`src/rtl/vga_pkg.sv`:
```
// Shared constants and state encoding for the VGA pixel path (160x120 adapter).
package vga_pkg;

    localparam int X_MAX   = 159;
    localparam int Y_MAX   = 119;
    localparam int XW      = 8;
    localparam int YW      = 7;
    localparam int CW      = 3;
    localparam int OWNER_W = 3;

    typedef enum logic {
        IDLE  = 1'b0,
        BURST = 1'b1
    } state_t;

endpackage

```
`src/rtl/rr_pick.sv`:
```
// Combinational round-robin picker: first set req bit at or after start, wrapping.
module rr_pick
    import vga_pkg::*;
#(
    parameter int N = 2
) (
    input  logic [N-1:0]       req,
    input  logic [OWNER_W-1:0] start,
    output logic [N-1:0]       gnt,
    output logic [OWNER_W-1:0] idx,
    output logic               any
);

    // Two passes with constant indices: first [start..N-1], then wrap to [0..start-1].
    always_comb begin
        gnt = '0;
        idx = '0;
        any = 1'b0;
        for (int unsigned j = 0; j < N; j++) begin
            if (!any && req[j] && (j >= 32'(start))) begin
                gnt[j] = 1'b1;
                idx    = OWNER_W'(j);
                any    = 1'b1;
            end
        end
        for (int unsigned j = 0; j < N; j++) begin
            if (!any && req[j]) begin
                gnt[j] = 1'b1;
                idx    = OWNER_W'(j);
                any    = 1'b1;
            end
        end
    end

endmodule

```
`src/rtl/pixel_write_arbiter.sv`:
```
// Round-robin arbiter with burst lock for the VGA adapter pixel write port.
// Optional CLIP_EN: off-screen pixels are acknowledged but not plotted, setting sticky clipped.
module pixel_write_arbiter
    import vga_pkg::*;
#(
    parameter int NUM_REQ = 2,
    parameter int XW      = vga_pkg::XW,
    parameter int YW      = vga_pkg::YW,
    parameter int CW      = vga_pkg::CW
) (
    input  logic                  clk,
    input  logic                  reset,
    input  logic [NUM_REQ-1:0]    req,
    input  logic [NUM_REQ-1:0]    lock,
    input  logic [NUM_REQ*XW-1:0] x_in,
    input  logic [NUM_REQ*YW-1:0] y_in,
    input  logic [NUM_REQ*CW-1:0] colour_in,
    input  logic                  ready,
    output logic [NUM_REQ-1:0]    gnt,
    output logic [XW-1:0]         x,
    output logic [YW-1:0]         y,
    output logic [CW-1:0]         colour,
    output logic                  plot,
    output logic [2:0]            owner
`ifdef CLIP_EN
    ,
    output logic                  clipped
`endif
);

    state_t               state, state_nxt;
    logic [OWNER_W-1:0]   pick_start;
    logic [NUM_REQ-1:0]   pick_gnt;
    logic [OWNER_W-1:0]   pick_idx;
    logic                 pick_any;
    logic [OWNER_W-1:0]   gidx;
    logic                 xfer;
    logic [XW-1:0]        sel_x;
    logic [YW-1:0]        sel_y;
    logic [CW-1:0]        sel_c;
    logic                 oob;

    assign pick_start = (owner >= OWNER_W'(NUM_REQ - 1)) ? '0 : owner + 3'd1;

    rr_pick #(.N(NUM_REQ)) u_pick (
        .req   (req),
        .start (pick_start),
        .gnt   (pick_gnt),
        .idx   (pick_idx),
        .any   (pick_any)
    );

    always_comb begin
        gnt       = '0;
        gidx      = owner;
        state_nxt = state;
        unique case (state)
            IDLE: begin
                if (ready && pick_any) begin
                    gnt  = pick_gnt;
                    gidx = pick_idx;
                    if (lock[pick_idx]) state_nxt = BURST;
                end
            end
            BURST: begin
                // Only the owner is considered; lock dropping still grants this last pixel.
                if (ready) begin
                    if (req[owner]) gnt[owner] = 1'b1;
                    if (!(req[owner] && lock[owner])) state_nxt = IDLE;
                end
            end
            default: state_nxt = IDLE;
        endcase
    end

    assign xfer = |gnt;

    always_comb begin
        sel_x = '0;
        sel_y = '0;
        sel_c = '0;
        for (int unsigned i = 0; i < NUM_REQ; i++) begin
            if (gnt[i]) begin
                sel_x = x_in[i*XW +: XW];
                sel_y = y_in[i*YW +: YW];
                sel_c = colour_in[i*CW +: CW];
            end
        end
    end

`ifdef CLIP_EN
    assign oob = (int'(sel_x) > X_MAX) || (int'(sel_y) > Y_MAX);
`else
    assign oob = 1'b0;
`endif

    always_ff @(posedge clk or posedge reset) begin
        if (reset) begin
            state  <= IDLE;
            owner  <= OWNER_W'(NUM_REQ - 1);
            x      <= '0;
            y      <= '0;
            colour <= '0;
            plot   <= 1'b0;
        end else begin
            state <= state_nxt;
            plot  <= xfer && !oob;
            if (xfer) begin
                owner  <= gidx;
                x      <= sel_x;
                y      <= sel_y;
                colour <= sel_c;
            end
        end
    end

`ifdef CLIP_EN
    always_ff @(posedge clk or posedge reset) begin
        if (reset) clipped <= 1'b0;
        else if (xfer && oob) clipped <= 1'b1;
    end
`endif

endmodule

```
`config.mk`:
```
export PLATFORM = sky130hd
export DESIGN_NAME = pixel_write_arbiter
export DESIGN_NICKNAME = d
export VERILOG_FILES = /design/src/rtl/vga_pkg.sv /design/src/rtl/rr_pick.sv /design/src/rtl/pixel_write_arbiter.sv
export SDC_FILE = /design/constraint.sdc
export NUM_CORES = 1
export LEC_CHECK = 0
export CORE_MARGIN = 2
export CORE_UTILIZATION = 30
export DETAILED_ROUTE_END_ITERATION = 16
export GPL_TIMING_DRIVEN = 0
export PLACE_DENSITY = 0.67
export REMOVE_ABC_BUFFERS = 1
export SETUP_SLACK_MARGIN = 0.5
export SLEW_MARGIN = 20
export SYNTH_ARGS = -nofsm -noshare
export SYNTH_HDL_FRONTEND = slang
export SYNTH_HIERARCHICAL = 1
export SYNTH_SLANG_ARGS = --single-unit
```
`constraint.sdc`:
```
create_clock -name clk -period 8.55 [get_ports clk]
set_clock_uncertainty 0.2 [all_clocks]
set_input_delay 1.71 -clock clk [delete_from_list [all_inputs] [get_ports clk]]
set_output_delay 1.71 -clock clk [all_outputs]
set_load 0.02 [all_outputs]
```
==> results.tsv, run 1 <==
metric	value	unit
synthFlopType	dfrtp_1	
vdd_ir_drop_max	0.0000991	V
crit_arrival	5190	ps
ys_warn_count	6	
hp-class	register to register	
r2r-end	colour[0]	
die-height	78.6	um
fin_crit	7100	ps
clock_path_buffers	2	
core_area	0.00544	mm2
drive_gt1_frac	0.0679	
crit_path_max_fanout	23	
clk_pin_slew	90	ps
antenna_found_initial	0	
status	finished, final reports clean	
reg2reg_depth	9	
gp_congestion	0.756	
grt_first_pass_wirelength	8.70	mm
p_leak	0.863	nW
postCtsSetupRepairBufs	0	
async_flop_share	1.00	
grt_pass1_vias	1768	
slew_headroom	0.360	
cts_inserted_buffers	3	
tns	0	ps
r2r_setup_slack	4180	ps
track_usage	0.174	
place.port_buffers	66	
place_hpwl	3.31	mm
p_per_area	272	mW/mm2
crit_type	input port to primary output	
max_freq	0.141	GHz
grt_overflow	0	
cp.required	6640	ps
ctsHoldBuffers	0	
grt_max_degree	41	
ys_seq_area_frac	0.346	
nets	267	
synth.avg_cell_area	9.48	um2
netlist_instances	176	
drt_iter0_drc	104	
wire_per_inst	18.4	um
worstMarginPinSlew	959	ps
synth-edff-count	0	
hold_slack	373	ps
place_ws	1500	ps
firstDrtPassIters	4	
layout_common_cells	clkdlybuf4s50_1, dfrtp_1, o211ai_1	
final-setup-viol-count	0	
cts_tree	yes	
finalHoldViolations	0	
vias	1717	
syn-cell-area	0.00167	mm2
critPathLaunchType	input port	
drv_slew	0	
wirelength	5.40	mm
ant_nets	0	
initial_core_util	0.307	
rows	27	
power	636	uW
nFillCells	545	
clk_latency	260	ps
rsz0062_at_grt	no	
drcViolationCount	0	
detail_route.vias_per_cell	5.86	
root_buffer	clkbuf_8	
area_delta_synth_final	40.1	%
min_from	x[0]	
final_common_cell	clkdlybuf4s50_1	
cts_max_level	1	
drv_cap	0	
crit_start	req[1]	
io_pins	67	
dieArea	0.00617	mm2
ys_seq_elements	23	
yosysUniqueCellTypes	34	
cts_sinks	23	
crit_end	gnt[1]	
antenna_cells	0	
r2r-start	owner[0]	
cts_resized	0	
dieWidth	78.6	um
timing.final.crit_share	0.831	
postLayoutCoreUtil	0.430	
setup_ws	1450	ps
cp-end-kind	primary output	
kinds of logic (layout without fill, tap and decap cells):
logic type      count (synthesis)  in the layout  share of synthesized area
flops                          23             23                      0.346
simple gates                   32             32                      0.124
other cells                     1              2                    0.00225
mux                             5              5                     0.0360
buf+inv                        32             76                     0.0998
xor+xnor                        1              1                    0.00525
compound gates                 80             80                      0.372
fa+ha+maj                       2              2                     0.0150
metrics by stage:
step	instance area, um2	instances
after CTS	2340	293
after detailed placement	2290	289
final	2340	293
after global routing	2340	293
after global placement	2270	288
after floorplan	1520	150
sequential cells by signal, summed over array words and instances (netlist names):
| register | cells |
|---|---|
| state | 1 |
| y | 7 |
| colour | 3 |
| x | 8 |
| owner | 3 |
| plot | 1 |
layer usage:
metal	track usage	wire length, um
met5	0	0
met4	0.0298	38
met3	0.0425	294
met2	0.300	2660
met1	0.222	2410
final cells by class:
type	instances	area, um2	share of cell area
repair buffers	67	672	0.287
flip-flops and latches	23	577	0.247
well taps	72	90.1	0.0385
clock buffers	3	41.3	0.0177
inverters	5	18.8	0.00803
clock inverters	1	5.00	0.00214
multi-input cells	122	933	0.399
power by group:
group	internal, mW	switching, mW	leakage, nW
registers	0.160	0.0478	0.256
clock network	0.0326	0.0387	0.0255
logic	0.171	0.186	0.581
worst min path at each step:
stage | endpoint | cells past startpoint | slack (ps)
floorplan | state | 1 | 320
CTS | x[5] | 2 | 380
detailed placement | x[5] | 2 | 360
finish | x[0] | 2 | 370
global placement | colour[2] | 2 | 350
global route | y[1] | 2 | 400
Yosys cell counts, drive strengths merged, types with 2 or more instances:
cell     n  share of area
a221oi  18          0.095
buf     15          0.062
ha       2          0.015
mux2     5          0.036
a21oi    2         0.0060
clkbuf  12          0.027
a31oi   18          0.068
dfrtp   22           0.33
inv      5          0.011
nand2    3         0.0068
nor2     2         0.0045
and3    18          0.068
o211ai  19          0.086
a32oi   18          0.095
a22o     2          0.011
or2      2         0.0075
critical path, stage by stage:
cell	delay (ps)
clkdlybuf4s50_1	900
inv_1	190
a21oi_2	500
buf_6	230
nand4b_1	720
o21ai_0	280
clkdlybuf4s50_1	650
Note: power is estimated with default switching activity, not from simulation.
==> run 2, diff against run 1 <==
--- a/config.mk
+++ b/config.mk
@@ -9,7 +9,7 @@
 export CORE_UTILIZATION = 30
 export DETAILED_ROUTE_END_ITERATION = 16
 export GPL_TIMING_DRIVEN = 0
-export PLACE_DENSITY = 0.67
+export PLACE_DENSITY = 0.69
 export REMOVE_ABC_BUFFERS = 1
 export SETUP_SLACK_MARGIN = 0.5
 export SLEW_MARGIN = 20
==> constraint.sdc (replaced) <==
create_clock -name clk -period 6.5 [get_ports clk]
set_clock_uncertainty 0.2 [all_clocks]
set_input_delay 1.3 -clock clk [delete_from_list [all_inputs] [get_ports clk]]
set_output_delay 1.3 -clock clk [all_outputs]
set_load 0.02 [all_outputs]
==> run 2 against run 1 <==
Compared with the run above:
- critical path type unchanged
- cell area rose by 0.27%
- sequential share of layout area fell by 0.066 points
- hold slack improved by 3.8 ps
- non-clock buffer count rose by 1
- largest power group unchanged
- wire length fell by 2.1%
==> results.tsv, run 2 (synthesis results as in run 1) <==
metric	value	unit	change
fin_crit	5600	ps	
hp-class	register to register		
final_common_cell	clkdlybuf4s50_1		
crit_type	input port to primary output		
nFillCells	546		+0.18%
drv_slew	0		unchanged
dieArea	0.00617	mm2	unchanged
largest-register	x		
grt_first_pass_wirelength	8.53	mm	-2.0%
vdd_ir_drop_max	0.000168	V	+70%
critPathLaunchType	input port		
max_freq	0.179	GHz	
cp.required	5000	ps	-1640 ps
cts_max_level	1		unchanged
grt_max_degree	41		unchanged
dieWidth	78.6	um	unchanged
crit_arrival	4100	ps	-1090 ps
largest_reg_flops	8		unchanged
cts_tree	yes		
timing.final.crit_share	0.862		
status	finished, final reports clean		
firstDrtPassIters	4		unchanged
root_buffer	clkbuf_8		
ctsHoldBuffers	0		unchanged
antenna_found_initial	0		unchanged
area_delta_synth_final	40.5	%	
cts_inserted_buffers	3		unchanged
p_per_area	356	mW/mm2	+31%
rsz0062_at_grt	no		
clk_latency	260	ps	about the same
dpl.cell_count	289		unchanged
slew_headroom	0.376		+0.0161
wirelength	5.29	mm	-2.1%
finalHoldViolations	0		unchanged
biggestRegsByFlops	x: 8 flops, y: 7 flops		
gp_congestion	0.747		-1.2%
vias	1726		+0.52%
core_area	0.00544	mm2	unchanged
ant_nets	0		unchanged
final-setup-viol-count	0		unchanged
wire_per_inst	18.0	um	-2.5%
clock_path_buffers	2		unchanged
antenna_cells	0		unchanged
p_leak	0.864	nW	+0.17%
io_pins	67		unchanged
grt_overflow	0		unchanged
drv_cap	0		unchanged
place.port_buffers	66		unchanged
worstMarginPinSlew	934	ps	-24.2 ps
detail_route.vias_per_cell	5.87		+0.18%
hold_slack	377	ps	+3.76 ps
drive_gt1_frac	0.0676		-0.000306
clk_pin_slew	80	ps	about the same
drt_iter0_drc	93		-11%
stdcell_count	294		+0.34%
layout_common_cells	clkdlybuf4s50_1, dfrtp_1, o211ai_1		
track_usage	0.171		-0.00254
rows	27		unchanged
grt_pass1_vias	1677		-5.1%
die-height	78.6	um	unchanged
cp-end-kind	primary output		
cts_sinks	23		unchanged
nets	268		+0.37%
crit_path_max_fanout	23		unchanged
place_hpwl	3.24	mm	-2.3%
initial_core_util	0.307		unchanged
drcViolationCount	0		unchanged
==> run 2: path summary, 6_finish.rpt <==
| path | start | end | slack, ps | cells past startpoint |
|---|---|---|---|---|
| max in group asynchronous | reset | colour[1] | 4190 | 2 |
| max reg2reg | owner[0] | colour[2] | 2170 | 9 |
| min in group asynchronous | reset | y[1] | 1340 | 2 |
| min reg2reg | x[5] | x[5] | 380 | 2 |
| min | x[5] | x[5] | 380 | 2 |
| max | req[1] | gnt[1] | 900 | 7 |
==> run 2: final cells by class <==
type                            instances  area (um2)  area share
Multi-Input combinational cell        122         933       0.398
Sequential cell                        23         577       0.246
Inverter                                5        18.8     0.00801
Clock buffer                            4        45.0      0.0192
Timing Repair Buffer                   68         679       0.290
Tap cell                               72        90.1      0.0384
==> run 2: report_power, final <==
| part | internal, mW | leakage [nW] | switching [mW] |
|---|---|---|---|
| sequential | 0.211 | 0.256 | 0.0618 |
| clock | 0.0438 | 0.0228 | 0.0469 |
| combinational | 0.225 | 0.585 | 0.244 |
==> run 2: metal layers <==
metal	vias up	share of wire	track usage
li1	825	-	-
met1	842	0.43	0.220
met2	57	0.51	0.293
met3	2	0.057	0.0356
met4	0	0.0028	0.0421
met5	-	0	0
==> run 2: stage by stage <==
| step | setup WS (ps) | instance area, um2 | power, mW | TNS, ps | util |
|---|---|---|---|---|---|
| after floorplan | 1510 | 1520 | 0.519 | 0 | - |
| after global placement | -641 | 2270 | 0.733 | -641 | 0.418 |
| after detailed placement | 250 | 2290 | 0.744 | 0 | 0.421 |
| after CTS | 956 | 2340 | 0.841 | 0 | 0.431 |
| after global routing | 755 | 2340 | 0.888 | 0 | 0.431 |
| final | 899 | 2340 | 0.833 | 0 | 0.431 |
==> run 2: critical path, stage by stage <==
cell and delay [ps]:
clkdlybuf4s50_1 910, inv_1 200, a21oi_2 510, buf_6 230, nand4b_1 160, o21ai_0 120, clkdlybuf4s50_1 650
==> run 2: timing repair <==
item | in CTS | in global routing
endpoints found under the setup margin | 1 | 0
resized for setup | 0 | 0
buffers inserted | 1 | 0
==> run 3, diff against run 2 <==
--- a/config.mk
+++ b/config.mk
@@ -11,7 +11,6 @@
 export GPL_TIMING_DRIVEN = 0
 export PLACE_DENSITY = 0.69
 export REMOVE_ABC_BUFFERS = 1
-export SETUP_SLACK_MARGIN = 0.5
 export SLEW_MARGIN = 20
 export SYNTH_ARGS = -nofsm -noshare
 export SYNTH_HDL_FRONTEND = slang
==> run 3 against run 2 <==
Compared with the run above:
- non-clock buffer count rose by 1
- die area did not move
- combinational power barely moved
- wire length fell by 0.28%
- critical path type unchanged
==> results.tsv, run 3 (synthesis results as in run 1) <==
metric	value	unit	change
cts_sinks	23		unchanged
min_from	x[5]		
whs_endpoint	x[5]		
crit_arrival	4180	ps	+80 ps
grt_max_degree	41		unchanged
met3_usage	0.0356		unchanged
ant_nets	0		unchanged
p_comb_frac	0.564		about the same
rsz0062_at_grt	no		
vias	1733		+0.41%
hp-class	register to register		
r2r_setup_slack	2160	ps	about the same
grt_first_pass_wirelength	8.47	mm	-0.73%
intPower	481	uW	+0.14%
root_buffer	clkbuf_8		
cp_cell_sequence	clkdlybuf4s50_1 > inv_1 > a21oi_2 > buf_6 > nand4b_1 > o21ai_0 > clkdlybuf4s50_1		
biggestRegsByFlops	x: 8 flops, y: 7 flops		
layout_common_cells	clkdlybuf4s50_1, dfrtp_1, o211ai_1		
wirelength	5.27	mm	-0.28%
worst-path-buf-inv	4		unchanged
r2r-end	colour[2]		
place.port_buffers	66		unchanged
slowest_delay	920	ps	about the same
ctsHoldBuffers	0		unchanged
postCtsSetupRepairBufs	0		-1
p_per_area	355	mW/mm2	-0.22%
dieWidth	78.6	um	unchanged
wire_per_inst	17.9	um	-0.62%
io_pins	67		unchanged
crit_type	input port to primary output		
slew_headroom	0.380		+0.00330
holdPathStages	2		unchanged
clk_latency	260	ps	about the same
place_hpwl	3.24	mm	unchanged
initial_core_util	0.307		unchanged
clk_pin_slew	80	ps	about the same
antenna_cells	0		unchanged
grtUsageMet1	0.218		-0.00214
grt_overflow	0		unchanged
worstMarginPinSlew	929	ps	-4.95 ps
cp_num_cells	7		unchanged
p_seq_frac	0.328		about the same
final-setup-viol-count	0		unchanged
largest-register	x		
tns	0	ps	unchanged
nets	269		+0.37%
setup_ws	821	ps	-77.9 ps
sw_frac_of_total	0.423		about the same
p_leak	0.868	nW	+0.49%
use_met2	0.292		-0.000855
drcViolationCount	0		unchanged
antenna_found_initial	0		unchanged
area_delta_synth_final	41.0	%	
max_freq	0.176	GHz	-1.4%
rows	27		unchanged
drt_iter0_drc	89		-4.3%
fin_crit	5680	ps	+77.9 ps
power.switching	353	uW	about the same
busiest_layer	met2		
r2r-start	owner[0]		
drv_cap	0		unchanged
cts_resized	0		unchanged
clock_path_buffers	2		unchanged
finalHoldViolations	0		unchanged
cp-end-kind	primary output		
firstDrtPassIters	4		unchanged
critPathLaunchType	input port		
cp_slowest_cell	clkdlybuf4s50_1		
place_ws	250	ps	unchanged
largest_reg_flops	8		unchanged
grt_pass1_vias	1674		-0.18%
cts_inserted_buffers	3		unchanged
cts_max_level	1		unchanged
vdd_ir_drop_max	0.000169	V	about the same
track_usage	0.170		-0.00146
drv_slew	0		unchanged
drive_gt1_frac	0.0717		+0.00418
die-height	78.6	um	unchanged
cp.required	5000	ps	about the same
reg2reg_depth	9		unchanged
gp_congestion	0.747		unchanged
cp_common_cell	clkdlybuf4s50_1		
worst_path_dominant_cell_family	buffers and inverters		
final_common_cell	clkdlybuf4s50_1		
timing.final.crit_share	0.874		+0.0120
cts_tree	yes		
crit_path_max_fanout	23		unchanged
detail_route.vias_per_cell	5.87		about the same
status	finished, final reports clean		
core_area	0.00544	mm2	unchanged
p_clk_frac	0.108		about the same
dieArea	0.00617	mm2	unchanged
==> run 3: metrics by stage <==
| stage | cell area [um2] | power, mW | utilization | instances | hold slack (ps) |
|---|---|---|---|---|---|
| 2_1_floorplan | 1520 | 0.519 | - | 150 | 317 |
| 3_3_place_gp | 2270 | 0.733 | 0.418 | 288 | 351 |
| 3_5_place_dp | 2290 | 0.744 | 0.421 | 289 | 357 |
| 4_1_cts | 2340 | 0.840 | 0.429 | 293 | 378 |
| 5_1_grt | 2350 | 0.888 | 0.432 | 295 | 396 |
| 6_report | 2350 | 0.834 | 0.432 | 295 | 374 |
==> run 3: final cells by class <==
cell class,count,area [um2]
Clock buffer,4,45.0
Tap cell,72,90.1
Fill cell,545,3090
Inverter,5,18.8
Sequential cell,23,577
Timing Repair Buffer,69,687
Multi-Input combinational cell,122,933
==> run 3: worst max-delay path by stage <==
stage / end / slack, ps / from
floorplan: gnt[1] / 1510 / owner[1]
global placement: gnt[1] / -640 / req[1]
detailed placement: gnt[1] / 250 / req[1]
CTS: gnt[1] / 220 / req[1]
global route: gnt[1] / 660 / req[1]
finish: gnt[1] / 820 / req[1]
==> run 3: power groups by stage <==
| stage | logic [mW] | registers [mW] | clock network (mW) |
|---|---|---|---|
| 5_1_grt | 0.507 | 0.284 | 0.0974 |
| 6_report | 0.470 | 0.274 | 0.0903 |
| 3_5_place_dp | 0.469 | 0.275 | 0 |
| 3_3_place_gp | 0.459 | 0.273 | 0 |
| 4_1_cts | 0.471 | 0.273 | 0.0959 |
| 2_1_floorplan | 0.178 | 0.341 | 0 |
==> run 3: worst register-to-register path, stage by stage (launching register included) <==
cell	delay [ps]
dfstp_2	520
ha_1	270
or4_1	450
inv_1	70
or3b_1	400
a21oi_2	510
buf_6	230
or2_1	610
a22o_1	750
a31oi_1	180
==> run 3: per-layer routing <==
metal	up-vias	routed length (um)
li1	822	-
met1	853	2290
met2	56	2660
met3	2	312
met4	0	15
met5	-	0
